--- src/rtl/ft_pkg.sv ---
// Shared definitions for the FT245 host command path (decoder and transmitter).
package ft_pkg;

  localparam logic [3:0] REG_ADDR_TEST    = 4'd0;
  localparam logic [3:0] REG_ADDR_MODE    = 4'd1;
  localparam logic [3:0] REG_ADDR_SCRATCH = 4'd2;
  localparam logic [3:0] REG_ADDR_STATUS  = 4'd3;

  localparam logic REG_READ  = 1'b0;
  localparam logic REG_WRITE = 1'b1;

  localparam logic MODE_STREAM = 1'b1;
  localparam logic MODE_IDLE   = 1'b0;

  typedef enum logic [2:0] {
    ST_IDLE     = 3'd0,
    ST_GET_DATA = 3'd1,
    ST_EXEC     = 3'd2,
    ST_RESP     = 3'd3,
    ST_DONE     = 3'd4
  } state_t;

  // Anything above STATUS is unmapped and counts as a bad address.
  function automatic logic is_mapped_addr(input logic [3:0] addr);
    return (addr <= REG_ADDR_STATUS);
  endfunction

endpackage

--- src/rtl/ft_reg_file.sv ---
// Host-visible register file: MODE/SCRATCH storage, write decode, read mux and bad-address flag.
module ft_reg_file
  import ft_pkg::*;
#(
  parameter logic [31:0] TEST_VAL = 32'hDEADBEEF
) (
  input  logic        i_ftdi_clk,
  input  logic        i_reset,
  input  logic        wr_en,
  input  logic [3:0]  addr,
  input  logic [31:0] wr_data,
  input  logic [31:0] status_word,
  output logic [31:0] rd_data,
  output logic        bad_addr,
  output logic [31:0] mode
);

  logic [31:0] scratch;

  // Writes to read-only or unmapped addresses fall through and are dropped.
  always_ff @(posedge i_ftdi_clk or posedge i_reset) begin
    if (i_reset) begin
      mode    <= {MODE_IDLE, 31'd0};
      scratch <= 32'd0;
    end else if (wr_en) begin
      case (addr)
        REG_ADDR_MODE:    mode    <= wr_data;
        REG_ADDR_SCRATCH: scratch <= wr_data;
        default: ;
      endcase
    end
  end

  always_comb begin
    rd_data = 32'd0;
    case (addr)
      REG_ADDR_TEST:    rd_data = TEST_VAL;
      REG_ADDR_MODE:    rd_data = mode;
      REG_ADDR_SCRATCH: rd_data = scratch;
      REG_ADDR_STATUS:  rd_data = status_word;
      default:          rd_data = 32'd0;
    endcase
  end

  assign bad_addr = !is_mapped_addr(addr);

endmodule

--- src/rtl/ft_cmd_decoder.sv ---
// Decodes 2-dword host packets from the FT245 RX FIFO, executes register accesses
// and pushes read responses into the TX FIFO.
module ft_cmd_decoder
  import ft_pkg::*;
#(
  parameter int          TIMEOUT_W = 8,
  parameter logic [31:0] TEST_VAL  = 32'hDEADBEEF
) (
  input  logic        i_ftdi_clk,
  input  logic        i_reset,
  input  logic [31:0] i_rx_data,
  input  logic        i_rx_empty,
  output logic        o_rx_rd,
  output logic [31:0] o_tx_data,
  output logic        o_tx_wr,
  input  logic        i_tx_full,
  output logic [31:0] o_mode,
  output logic        o_stream_stb,
  output logic [15:0] o_cmd_count,
  output logic [7:0]  o_err_count,
  output logic [2:0]  o_fsm
);

  state_t                state;
  logic                  cmd_rw;
  logic [3:0]            cmd_addr;
  logic [31:0]           cmd_data;
  logic [TIMEOUT_W-1:0]  timer;

  logic                  reg_wr_en;
  logic [31:0]           reg_rd_data;
  logic                  reg_bad_addr;
  logic [31:0]           status_word;
  logic [7:0]            err_next;

  assign reg_wr_en   = (state == ST_EXEC) && (cmd_rw == REG_WRITE);
  assign status_word = {o_err_count, o_cmd_count, 8'h00};
  assign err_next    = (o_err_count == 8'hFF) ? o_err_count : o_err_count + 8'd1;
  assign o_fsm       = state;

  ft_reg_file #(
    .TEST_VAL (TEST_VAL)
  ) u_reg_file (
    .i_ftdi_clk  (i_ftdi_clk),
    .i_reset     (i_reset),
    .wr_en       (reg_wr_en),
    .addr        (cmd_addr),
    .wr_data     (cmd_data),
    .status_word (status_word),
    .rd_data     (reg_rd_data),
    .bad_addr    (reg_bad_addr),
    .mode        (o_mode)
  );

  always_ff @(posedge i_ftdi_clk or posedge i_reset) begin
    if (i_reset) begin
      state        <= ST_IDLE;
      cmd_rw       <= REG_READ;
      cmd_addr     <= 4'd0;
      cmd_data     <= 32'd0;
      timer        <= '0;
      o_rx_rd      <= 1'b0;
      o_tx_wr      <= 1'b0;
      o_tx_data    <= 32'd0;
      o_stream_stb <= 1'b0;
      o_cmd_count  <= 16'd0;
      o_err_count  <= 8'd0;
    end else begin
      o_rx_rd      <= 1'b0;
      o_tx_wr      <= 1'b0;
      o_stream_stb <= 1'b0;
      case (state)
        ST_IDLE: begin
          if (!i_rx_empty && !o_rx_rd) begin
            cmd_rw   <= i_rx_data[31];
            cmd_addr <= i_rx_data[3:0];
            o_rx_rd  <= 1'b1;
            timer    <= '0;
            state    <= ST_GET_DATA;
          end
        end
        // While o_rx_rd is still high the head is DWORD0, so DWORD1 is only taken after it drops.
        ST_GET_DATA: begin
          if (!o_rx_rd && !i_rx_empty) begin
            cmd_data <= i_rx_data;
            o_rx_rd  <= 1'b1;
            state    <= ST_EXEC;
          end else if (timer == '1) begin
            o_err_count <= err_next;
            state       <= ST_IDLE;
          end else begin
            timer <= timer + 1'b1;
          end
        end
        ST_EXEC: begin
          if (reg_bad_addr) begin
            o_err_count <= err_next;
          end
          if (cmd_rw == REG_WRITE) begin
            o_stream_stb <= (cmd_addr == REG_ADDR_MODE) && (cmd_data[31] == MODE_STREAM);
            state        <= ST_DONE;
          end else begin
            o_tx_data <= reg_rd_data;
            state     <= ST_RESP;
          end
        end
        ST_RESP: begin
          if (!i_tx_full) begin
            o_tx_wr <= 1'b1;
            state   <= ST_DONE;
          end
        end
        ST_DONE: begin
          o_cmd_count <= o_cmd_count + 16'd1;
          state       <= ST_IDLE;
        end
        default: state <= ST_IDLE;
      endcase
    end
  end

endmodule

--- config.mk ---
export PLATFORM = sky130hd
export DESIGN_NAME = ft_cmd_decoder
export DESIGN_NICKNAME = d
export VERILOG_FILES = /design/src/rtl/ft_pkg.sv /design/src/rtl/ft_reg_file.sv /design/src/rtl/ft_cmd_decoder.sv
export SDC_FILE = /design/constraint.sdc
export NUM_CORES = 1
export LEC_CHECK = 0
export ABC_AREA = 0
export ABC_CLOCK_PERIOD_IN_PS = 6550
export CELL_PAD_IN_SITES_DETAIL_PLACEMENT = 1
export CELL_PAD_IN_SITES_GLOBAL_PLACEMENT = 1
export CORE_MARGIN = 1.5
export CORE_UTILIZATION = 42
export DETAILED_ROUTE_END_ITERATION = 10
export GPL_ROUTABILITY_DRIVEN = 0
export GPL_TIMING_DRIVEN = 0
export PLACE_DENSITY_LB_ADDON = 0.12
export REMOVE_ABC_BUFFERS = 1
export SLEW_MARGIN = 40
export SYNTH_ARGS = -nofsm -noshare
export SYNTH_HDL_FRONTEND = slang
export SYNTH_SLANG_ARGS = --single-unit
--- constraint.sdc ---
create_clock -name i_ftdi_clk -period 6.55 [get_ports i_ftdi_clk]
set_clock_uncertainty 0.15 [all_clocks]
set_input_delay 1.31 -clock i_ftdi_clk [delete_from_list [all_inputs] [get_ports i_ftdi_clk]]
set_output_delay 1.31 -clock i_ftdi_clk [all_outputs]
set_load 0.01 [all_outputs]
== Yosys cells after proc, flatten, opt, wreduce, memory -nomap -nowiden ==
Index checks and enable logic that the tools add are counted.

* Memory bits (read-only): 0
* Logic and storage cells: 74
* Input bits: 36
* Memories kept: 0
* Flip-flop bits (word level): 171
* Bits in latches: 0
* RAM bits: 0
* Output and inout bits: 94

* Multipliers: 0
* Div/mod/pow operators: 0
* Reduce and logical (&&, ||, !) cells: 18
* Add/sub/neg operators: 3
* Equality and inequality tests: 16
* Muxes and demuxes: 22
* Bitwise gates (word level): 1
* Shift operators: 0
* Magnitude comparators: 1

{| class="wikitable"
|+ Operator list
! kind !! number
|-
| 32-bit case mux with 4 select lines || 1
|-
| 8-bit two-way mux || 7
|-
| 8-bit case mux with 2 select lines || 2
|-
| 16-bit by 1-bit adder with 16-bit output (second input constant) || 1
|-
| 8-bit by 1-bit adder with 8-bit output (second input constant) || 2
|-
| 8-bit equality test (second input constant) || 2
|-
| 3-bit two-way mux || 5
|-
| 2-bit != test (second input constant) || 6
|-
| 3-bit case mux with 4 select lines || 1
|-
| 2-bit AND reduction || 5
|-
| 4-bit by 2-bit equality test with 1-bit output (second input constant) || 2
|-
| 4-bit AND reduction || 2
|-
| 3-bit by 2-bit equality test with 1-bit output (second input constant) || 2
|-
| 1-bit two-way mux || 6
|-
| 4-bit by 1-bit equality test with 1-bit output (second input constant) || 1
|-
| 4-bit by 2-bit <= comparator with 1-bit output (second input constant) || 1
|-
| 4-bit logical NOT || 1
|-
| 2-bit nonzero test || 2
|-
| 3-bit by 1-bit equality test with 1-bit output (second input constant) || 1
|-
| 3-bit equality test (second input constant) || 1
|-
| 1-bit logical AND || 3
|-
| 3-bit logical NOT || 1
|-
| 3-bit != test (second input constant) || 1
|-
| 3-bit AND reduction || 1
|-
| 3 further kinds || 4
|}

== Depth between registers and ports, before layout ==
Gate-level depths: netlist (run 1).

* Depth after elaboration: 5
* Mapped depth: 7
* Mapped depth without buffers: 6

== By module ==
A second synthesis (run 1) with hierarchy kept.

* Cell total of the unflattened synthesis: 566
* Area total of the unflattened synthesis: 7667.4 um^2

{| class="wikitable"
|+ Modules (own cells, without submodules)
! module !! cells each !! area each (um^2) !! instances !! sequential area each (um^2)
|-
| ft_cmd_decoder || 316 || 4390.5 || 1 || 2677.6
|-
| ft_reg_file || 250 || 3276.9 || 1 || 1601.5
|}

== Least setup slack after synthesis (run 1) ==
Ideal clock, no wire load.

* Path kind: input -> register
* Start point: input i_rx_empty
* End point: register timer[3]
* Data required time: 6.331 ns
* Setup time: 0.069 ns
* Setup slack: 3.840 ns
* Cell stages on the path: 6
* Buffers on the path: 1
* Arrival: 2.491 ns
* Path through: nor4_1 nor2b_1 buf_4 a21oi_2 or4_1 nand3_1

* Longest elaborated chain between the ends: 4
* Elaborated cells on any way between the ends: 5
* Those cells by class: eq/ne: 2; reduce/logical: 3

{| class="wikitable"
|+ Ends and longest elaborated chain
! what !! RTL line !! RTL
|-
| start, declared || ft_cmd_decoder.sv:12 || <nowiki>input logic i_rx_empty,</nowiki>
|-
| 1-bit logical NOT * || ft_cmd_decoder.sv:74, ft_cmd_decoder.sv:84 ||
|-
| 1-bit logical AND * || ft_cmd_decoder.sv:74, ft_cmd_decoder.sv:84 ||
|-
| 2-bit != test (no source line) || - ||
|-
| 4-bit AND reduction (no source line) * || - ||
|-
| end signal, assigned || ft_cmd_decoder.sv:92 || <nowiki>timer <= timer + 1'b1;</nowiki>
|-
| end, declared || ft_cmd_decoder.sv:28 || <nowiki>logic [TIMEOUT_W-1:0] timer;</nowiki>
|}

Mark *: on every way between the ends. The rest lies on a longest branch, timed or not.
A chain may end at the register's enable or synchronous reset.

== Worst setup path in the final report (run 1) ==
* Start point: input i_rx_empty
* End point: register timer[4]

Same word-level chain as after synthesis.

==> results.ini, run 1 <==
[status]
status = complete, no violations

[pwr]
power_mw = 3.90
total_leakage_power_nw = 4.34
irDropWorstVdd_v = 0.000194
powerDensity_mw_per_mm2 = 405

[yosys]
yosysUniqueCellTypes = 43
yosys-top-cells-area = dfrtp_1 (59%), mux2_2 (17%), nand2_1 (3.1%)
synth_top_family_by_area = multiplexers
synth_top_area_share_pct = 58.6
synth_area_sq_mm = 0.00731
synthCells = 587
synth_edf_count = 0
syn_avg_cell_area_sq_um = 12.4
yosysWarnings = 0
yosysMostFrequentCell = dfrtp_1
yosysSeqAreaShare_pct = 58.6
synthMuxAreaShare_pct = 19.1
ys_seq_elements = 171
yosys.area_share.simple_pct = 9.28
synth_flop_cell = dfrtp_1
synthTopCellsByCount = dfrtp_1 (171), mux2_2 (109), nand2_1 (60)
synthXorXnorAreaFrac_pct = 2.64
synth_compound_area_share_pct = 7.38
synthArstFlopShare_pct = 100
synthAdderAreaFrac_pct = 0.514
netlist.top_cell.by_area = dfrtp_1

[clock_tree]
cts_max_level = 4
postCtsSetupRepairBufs = 0
clk_latency_ns = 0.43
cts_buffers = 17
clockBufferDepth = 2
path_clk_slew_ns = 0.06
cts-root-buf = clkbuf_16
cts_tree = built
cts_sinks = 171
ctsResizeCount = 0
cts_hold_buffers = 0

[worst_setup_path]
reg2reg_to = u_reg_file.mode[23]
path_cells = clkdlybuf4s50_1 > nor4_1 > nor2b_1 > a21oi_2 > or4_1 > nand3_1
slowest_stage = nor2b_1
cp-end-kind = flip-flop
critPathLaunch = i_rx_empty
cpPeakStageDelay_ns = 0.67
path_delay_family = simple AND/OR/NAND/NOR gates
worstSetupStartpointType = input pin
reg2reg_slack_ns = 3.59
path_buf_inv = 1
crit_fanout = 10
cp.required_ns = 6.76
crit_type = input pin to flip-flop
r2r_start = cmd_addr[0]
worstPathArrival_ns = 3.56
ff2ff_path_depth = 7

[placement]
io_buffers = 129
dp_cells = 927
place_hpwl_mm = 13.0

[grt]
grt_pass1_vias = 5561
antenna_found_initial = 0
overflow = 0
grt_pass1_wl_mm = 30.9
track_usage_pct = 22.4
grt_max_degree = 76

[floorplan]
die_h_um = 135
io_pins = 130
design.die.area_sq_mm = 0.0182
die_w_um = 135
start_util_pct = 42.5
coreArea_sq_mm = 0.0172
fp-row-count = 48

[sta]
fin_crit_ns = 3.35
max_slew.worst_pin.slew_ns = 0.760
rsz0062_at_grt = false
slew_violations = 0
post-route-period-util_pct = 51.1
fmax_mhz = 298
relSlewSlack_pct = 49.2
finalSetupViolations = 0
hold_violations = 0

[layout]
stdcell_count = 959
nNetsFinal = 760
utilization_pct = 56.0
fill_cells = 1761
synthToLayoutAreaGrowth_pct = 31.7
n_antenna_cell = 0
drive_above_1_share_pct = 23.2

[route]
vias = 5072
drc = 0
avgViaCountPerCell = 5.29
ant_nets = 0
drtIter0Drc = 185
wirelength_mm = 19.1
wl_per_cell_um = 19.9
drt-pass1-iter-count = 5

[worst_hold_path]
min_path_cells = 2
holdCritPathClass = flip-flop to flip-flop
min-delay-start = o_tx_data[31]
holdPathEnd = o_tx_data[31]

[job]
max-cap-violations = 0

worst register-to-register path, cell delays in order (launching register included):
cell     delay [ns]
dfrtp_4        0.66
buf_12         0.26
nor2b_2        0.51
nand4_1        0.39
buf_4          0.30
buf_6          0.15
buf_4          0.17
mux2_2         0.27
kinds of logic (layout without fill, tap and decap cells):
group,count (synthesis),in the layout
flops,171,171
simple gates,138,138
mux,126,126
compound gates,84,84
buf+inv,43,190
xor+xnor,22,22
fa+ha+maj,3,3
layout by cell type, fill, tap and decap left out, drive strengths merged, types with 10 or more instances in the layout:
cell           instances
mux2i                 17
buf                   17
nor2b                 13
xor2                  10
nor2                  16
o21ai                 36
nand2                 60
clkdlybuf4s50        129
nand3                 19
o211ai                17
inv                   12
dfrtp                171
xnor2                 12
mux2                 109
clkbuf                19
layer usage:
| layer | global-route usage [%] | up-vias | share of wire [%] |
|---|---|---|---|
| met1 | 27.8 | 2599 | 43 |
| li1 | - | 2354 | - |
| met5 | 0 | - | 0 |
| met3 | 5.74 | 14 | 4.7 |
| met4 | 6.63 | 0 | 1.1 |
| met2 | 38.7 | 105 | 51 |
where the power goes:
group          total (mW)  leakage [nW]  switching [mW]  internal [mW]
sequential           1.63          2.26           0.286           1.34
combinational        1.25          1.78           0.589          0.658
clock                1.02         0.296           0.415          0.606
flip-flops by register name, indices dropped and copies added, names as in the netlist:
signal              cells
cmd_rw                  1
o_tx_data              32
o_tx_wr                 1
o_fsm                   3
u_reg_file.mode        32
o_rx_rd                 1
cmd_addr                4
o_err_count             8
o_cmd_count            16
o_stream_stb            1
timer                   8
u_reg_file.scratch     32
cmd_data               32
per-stage QoR:
| step | cell area (sq um) | hold slack (ns) | TNS, ns | setup slack, ns |
|---|---|---|---|---|
| global placement | 8740 | 0.310 | -299.75 | -1.76 |
| floorplan | 7170 | 0.294 | 0 | 0.458 |
| CTS | 9620 | 0.335 | 0 | 3.20 |
| finish | 9620 | 0.329 | 0 | 3.20 |
| global route | 9620 | 0.364 | 0 | 3.01 |
| detailed placement | 9030 | 0.323 | 0 | 2.78 |
worst max-delay path by stage:
| stage | endpoint | cells past startpoint |
|---|---|---|
| after CTS | timer[4] | 6 |
| final | timer[4] | 6 |
| after detailed placement | timer[4] | 6 |
| after global placement | o_tx_data[28] | 2 |
| after floorplan | cmd_addr[0] | 1 |
| after global routing | timer[3] | 6 |
final cells by class:
class	count	area, sq um	share of cell area (%)
clock inverter	13	150	1.56
timing repair buffer	146	1540	16.0
clock buffer	19	443	4.60
multi-input combinational	373	2870	29.8
sequential	171	4280	44.5
inverter	12	52.6	0.546
tap	225	282	2.93
(Power assumes the default switching activity.)
==> run 2: changes to the inputs <==
ABC_CLOCK_PERIOD_IN_PS = 3300   (was 6550)
clock period = 3.3 ns   (was 6.55 ns; I/O delays follow)
==> results of run 2 <==
The final DEF is identical to that of run 1. Status: complete, no violations.
Among the figures that moved: setup slack after placement 2.78 ns -> 0.180 ns; setup slack after layout 3.20 ns -> 0.342 ns; start point of the critical path i_rx_empty -> cmd_addr[0]; end point of the critical path timer[4] -> u_reg_file.mode[23]; register-to-register setup slack 3.59 ns -> 0.34 ns; total power 3.90 mW -> 7.74 mW; worst IR drop on VDD 0.000194 V -> 0.000386 V
==> run 3: changes to the inputs <==
CAP_MARGIN = 15   (was unset)
CORE_UTILIZATION = 43   (was 42)
SLEW_MARGIN = 30   (was 40)
SYNTH_HIERARCHICAL = 1   (was unset)
==> results.ini, run 3 <==
[status]
status = complete, no violations

[yosys]
synthAdderAreaFrac_pct = 0.490  ; -0.024 points
yosys-top-cells-area = dfrtp_1 (56%), mux2_2 (16%), mux2_4 (5.9%)
synthArstFlopShare_pct = 100  ; unchanged
synthMuxAreaShare_pct = 25.6  ; +6.5 points
syn_avg_cell_area_sq_um = 13.5  ; +8.8%
synth_flop_cell = dfrtp_1
netlist.top_cell.by_area = dfrtp_1
yosysMostFrequentCell = dfrtp_1
yosysWarnings = 6  ; +6
synthCells = 566  ; -3.6%
yosysUniqueCellTypes = 55  ; +28%
yosysSeqAreaShare_pct = 55.8  ; -2.8 points
synth_area_sq_mm = 0.00767  ; +4.9%
synthTopCellsByCount = dfrtp_1 (171), mux2_2 (110), mux2_4 (30)
synth_top_family_by_area = multiplexers
synthXorXnorAreaFrac_pct = 2.51  ; -0.12 points
ys_seq_elements = 171  ; unchanged
synth_edf_count = 0  ; unchanged
yosys.area_share.simple_pct = 7.18  ; -2.1 points
synth_top_area_share_pct = 55.8  ; -2.8 points
synth_compound_area_share_pct = 5.81  ; -1.6 points

[route]
drc = 0  ; unchanged
ant_nets = 0  ; unchanged
drt-pass1-iter-count = 4  ; -1
avgViaCountPerCell = 5.50  ; +3.9%
wirelength_mm = 20.2  ; +5.9%
wl_per_cell_um = 21.5  ; +8.2%
vias = 5162  ; +1.8%
drtIter0Drc = 184  ; -0.54%

[floorplan]
start_util_pct = 44.2  ; +1.6 points
fp-row-count = 48  ; unchanged
design.die.area_sq_mm = 0.0186  ; +2.4%
coreArea_sq_mm = 0.0174  ; +1.0%
die_w_um = 137  ; +1.2%
io_pins = 130  ; unchanged
die_h_um = 137  ; +1.2%

[job]
max-cap-violations = 0  ; unchanged

[sta]
relSlewSlack_pct = 41.8  ; -7.4 points
rsz0062_at_grt = false
fmax_mhz = 317
fin_ws_ns = 0.149
post-route-period-util_pct = 95.5
max_slew.worst_pin.slew_ns = 0.871  ; +0.111 ns
finalSetupViolations = 0  ; unchanged
slew_violations = 0  ; unchanged
fin_crit_ns = 3.15
hold_violations = 0  ; unchanged
fin_setup_tns_ns = 0  ; unchanged

[placement]
dp_cells = 907  ; -2.2%
io_buffers = 129  ; unchanged
place_ws_ns = 0.201
place_hpwl_mm = 12.8  ; -1.7%

[layout]
drive_above_1_share_pct = 26.9  ; +3.7 points
nNetsFinal = 740  ; -2.6%
fill_cells = 1741  ; -1.1%
stdcell_count = 939  ; -2.1%
final_cell_mix = dfrtp_1 (169), clkdlybuf4s50_1 (129), mux2_2 (110), mux2_4 (30), o21ai_0 (28)
multi_input_area_sq_mm = 0.00324  ; +13%
final_common_cell = dfrtp_1
regArea_sq_mm = 0.00428  ; unchanged
n_antenna_cell = 0  ; unchanged
synthToLayoutAreaGrowth_pct = 28.4
utilization_pct = 56.7  ; +0.73 points

[pwr]
total_leakage_power_nw = 4.53  ; +4.4%
swShare_pct = 34.0
power_mw = 8.08
power_frac_clock_pct = 23.6  ; -2.6 points
powerDensity_mw_per_mm2 = 821
seqPwrFrac_pct = 41.0  ; -0.8 points
internal_power_mw = 5.34
irDropWorstVdd_v = 0.000403
power_frac_comb_pct = 35.4  ; +3.4 points
switching_power_mw = 2.75

[worst_setup_path]
worstSetupStartpointType = flip-flop
reg2reg_to = u_reg_file/scratch[4]
crit_type = flip-flop to flip-flop
slowest_stage = nand3_4
worstPathArrival_ns = 3.30
cp.required_ns = 3.45
ff2ff_path_depth = 4  ; -3
cpPeakStageDelay_ns = 0.80
path_buf_inv = 0
crit_fanout = 32
cp-end-kind = flip-flop
path_cells = or2b_1 > nor3b_1 > nand3_4 > mux2_4
path_delay_family = simple AND/OR/NAND/NOR gates
reg2reg_slack_ns = 0.15
r2r_start = o_fsm[1]

[grt]
track_usage_pct = 22.9  ; +0.52 points
overflow = 0  ; unchanged
grt_pass1_vias = 5726  ; +3.0%
grt_max_degree = 58  ; -24%
antenna_found_initial = 0  ; unchanged
grt_pass1_wl_mm = 31.9  ; +3.3%

[clock_tree]
cts_tree = built
clk_latency_ns = 0.42  ; about the same
cts_max_level = 4  ; unchanged
cts_hold_buffers = 0  ; unchanged
clockBufferDepth = 2  ; unchanged
cts_buffers = 17  ; unchanged
postCtsSetupRepairBufs = 0  ; unchanged
cts_sinks = 171  ; unchanged
cts-root-buf = clkbuf_16
path_clk_slew_ns = 0.06  ; about the same
ctsResizeCount = 0  ; unchanged

[worst_hold_path]
holdCritPathClass = flip-flop to flip-flop
holdPathEnd = o_tx_data[25]
min_path_cells = 1  ; -1
min-delay-start = o_tx_data[25]

[run 3: cell types whose count changed after synthesis, sizes merged, moves of 8 or more]
| cell | change |
|---|---|
| nand2 | -47 |
| nor2b | -11 |
| o211ai | -16 |
| a21oi | +24 |
| o21ai | -8 |
| inv | -8 |
| mux2 | +34 |
[run 3: worst max-delay path by stage]
stage | from | to | slack, ns | depth (start not counted)
after floorplan | o_fsm[1] | o_tx_data[0] | -0.41 | 3
after global placement | o_fsm[2] | o_tx_data[18] | -2.67 | 3
after detailed placement | o_fsm[1] | u_reg_file/scratch[4] | 0.20 | 4
after CTS | o_fsm[1] | u_reg_file/scratch[4] | 0.14 | 4
after global routing | o_fsm[2] | u_reg_file/scratch[4] | 0.05 | 4
final | o_fsm[1] | u_reg_file/scratch[4] | 0.15 | 4
[run 3: cell type report]
cell class                      instances  area share (%)
Clock buffer                           26            4.97
Clock inverter                          6           0.635
Inverter                                5           0.292
Multi-Input combinational cell        367            32.9
Sequential cell                       171            43.5
Tap cell                              225            2.86
Timing Repair Buffer                  139            14.8
[run 3: per-stage QoR]
step	hold slack, ns	area, sq um
3_3_place_gp	0.316	9090
2_1_floorplan	0.324	7520
4_1_cts	0.343	9850
6_report	0.343	9850
5_1_grt	0.353	9850
3_5_place_dp	0.329	9300
[run 3: cell families (layout without fill, tap and decap cells)]
family,after synthesis,count (layout)
multiplexers,167,167
adder cells (fa/ha/maj),3,3
AND/OR/NAND/NOR,92,92
buffers and inverters,35,176
XOR/XNOR,22,22
flip-flops,171,171
other,1,8
AO/OA/AOI/OAI,75,75
[run 3: power groups by stage]
stage	registers, mW	logic [mW]	clock network [mW]
finish	3.32	2.86	1.90
global route	3.42	3.09	2.01
CTS	3.33	2.90	1.93
detailed placement	3.36	2.87	0
global placement	3.44	2.55	0
floorplan	3.37	1.45	0
[run 3: metal layers]
metal  routed length [um]  share of wire (%)  GRT usage, %
met2                10600                 52          40.6
met4                  285                1.4          6.62
met3                  876                4.3          5.19
met5                    0                  0             0
met1                 8460                 42          27.9
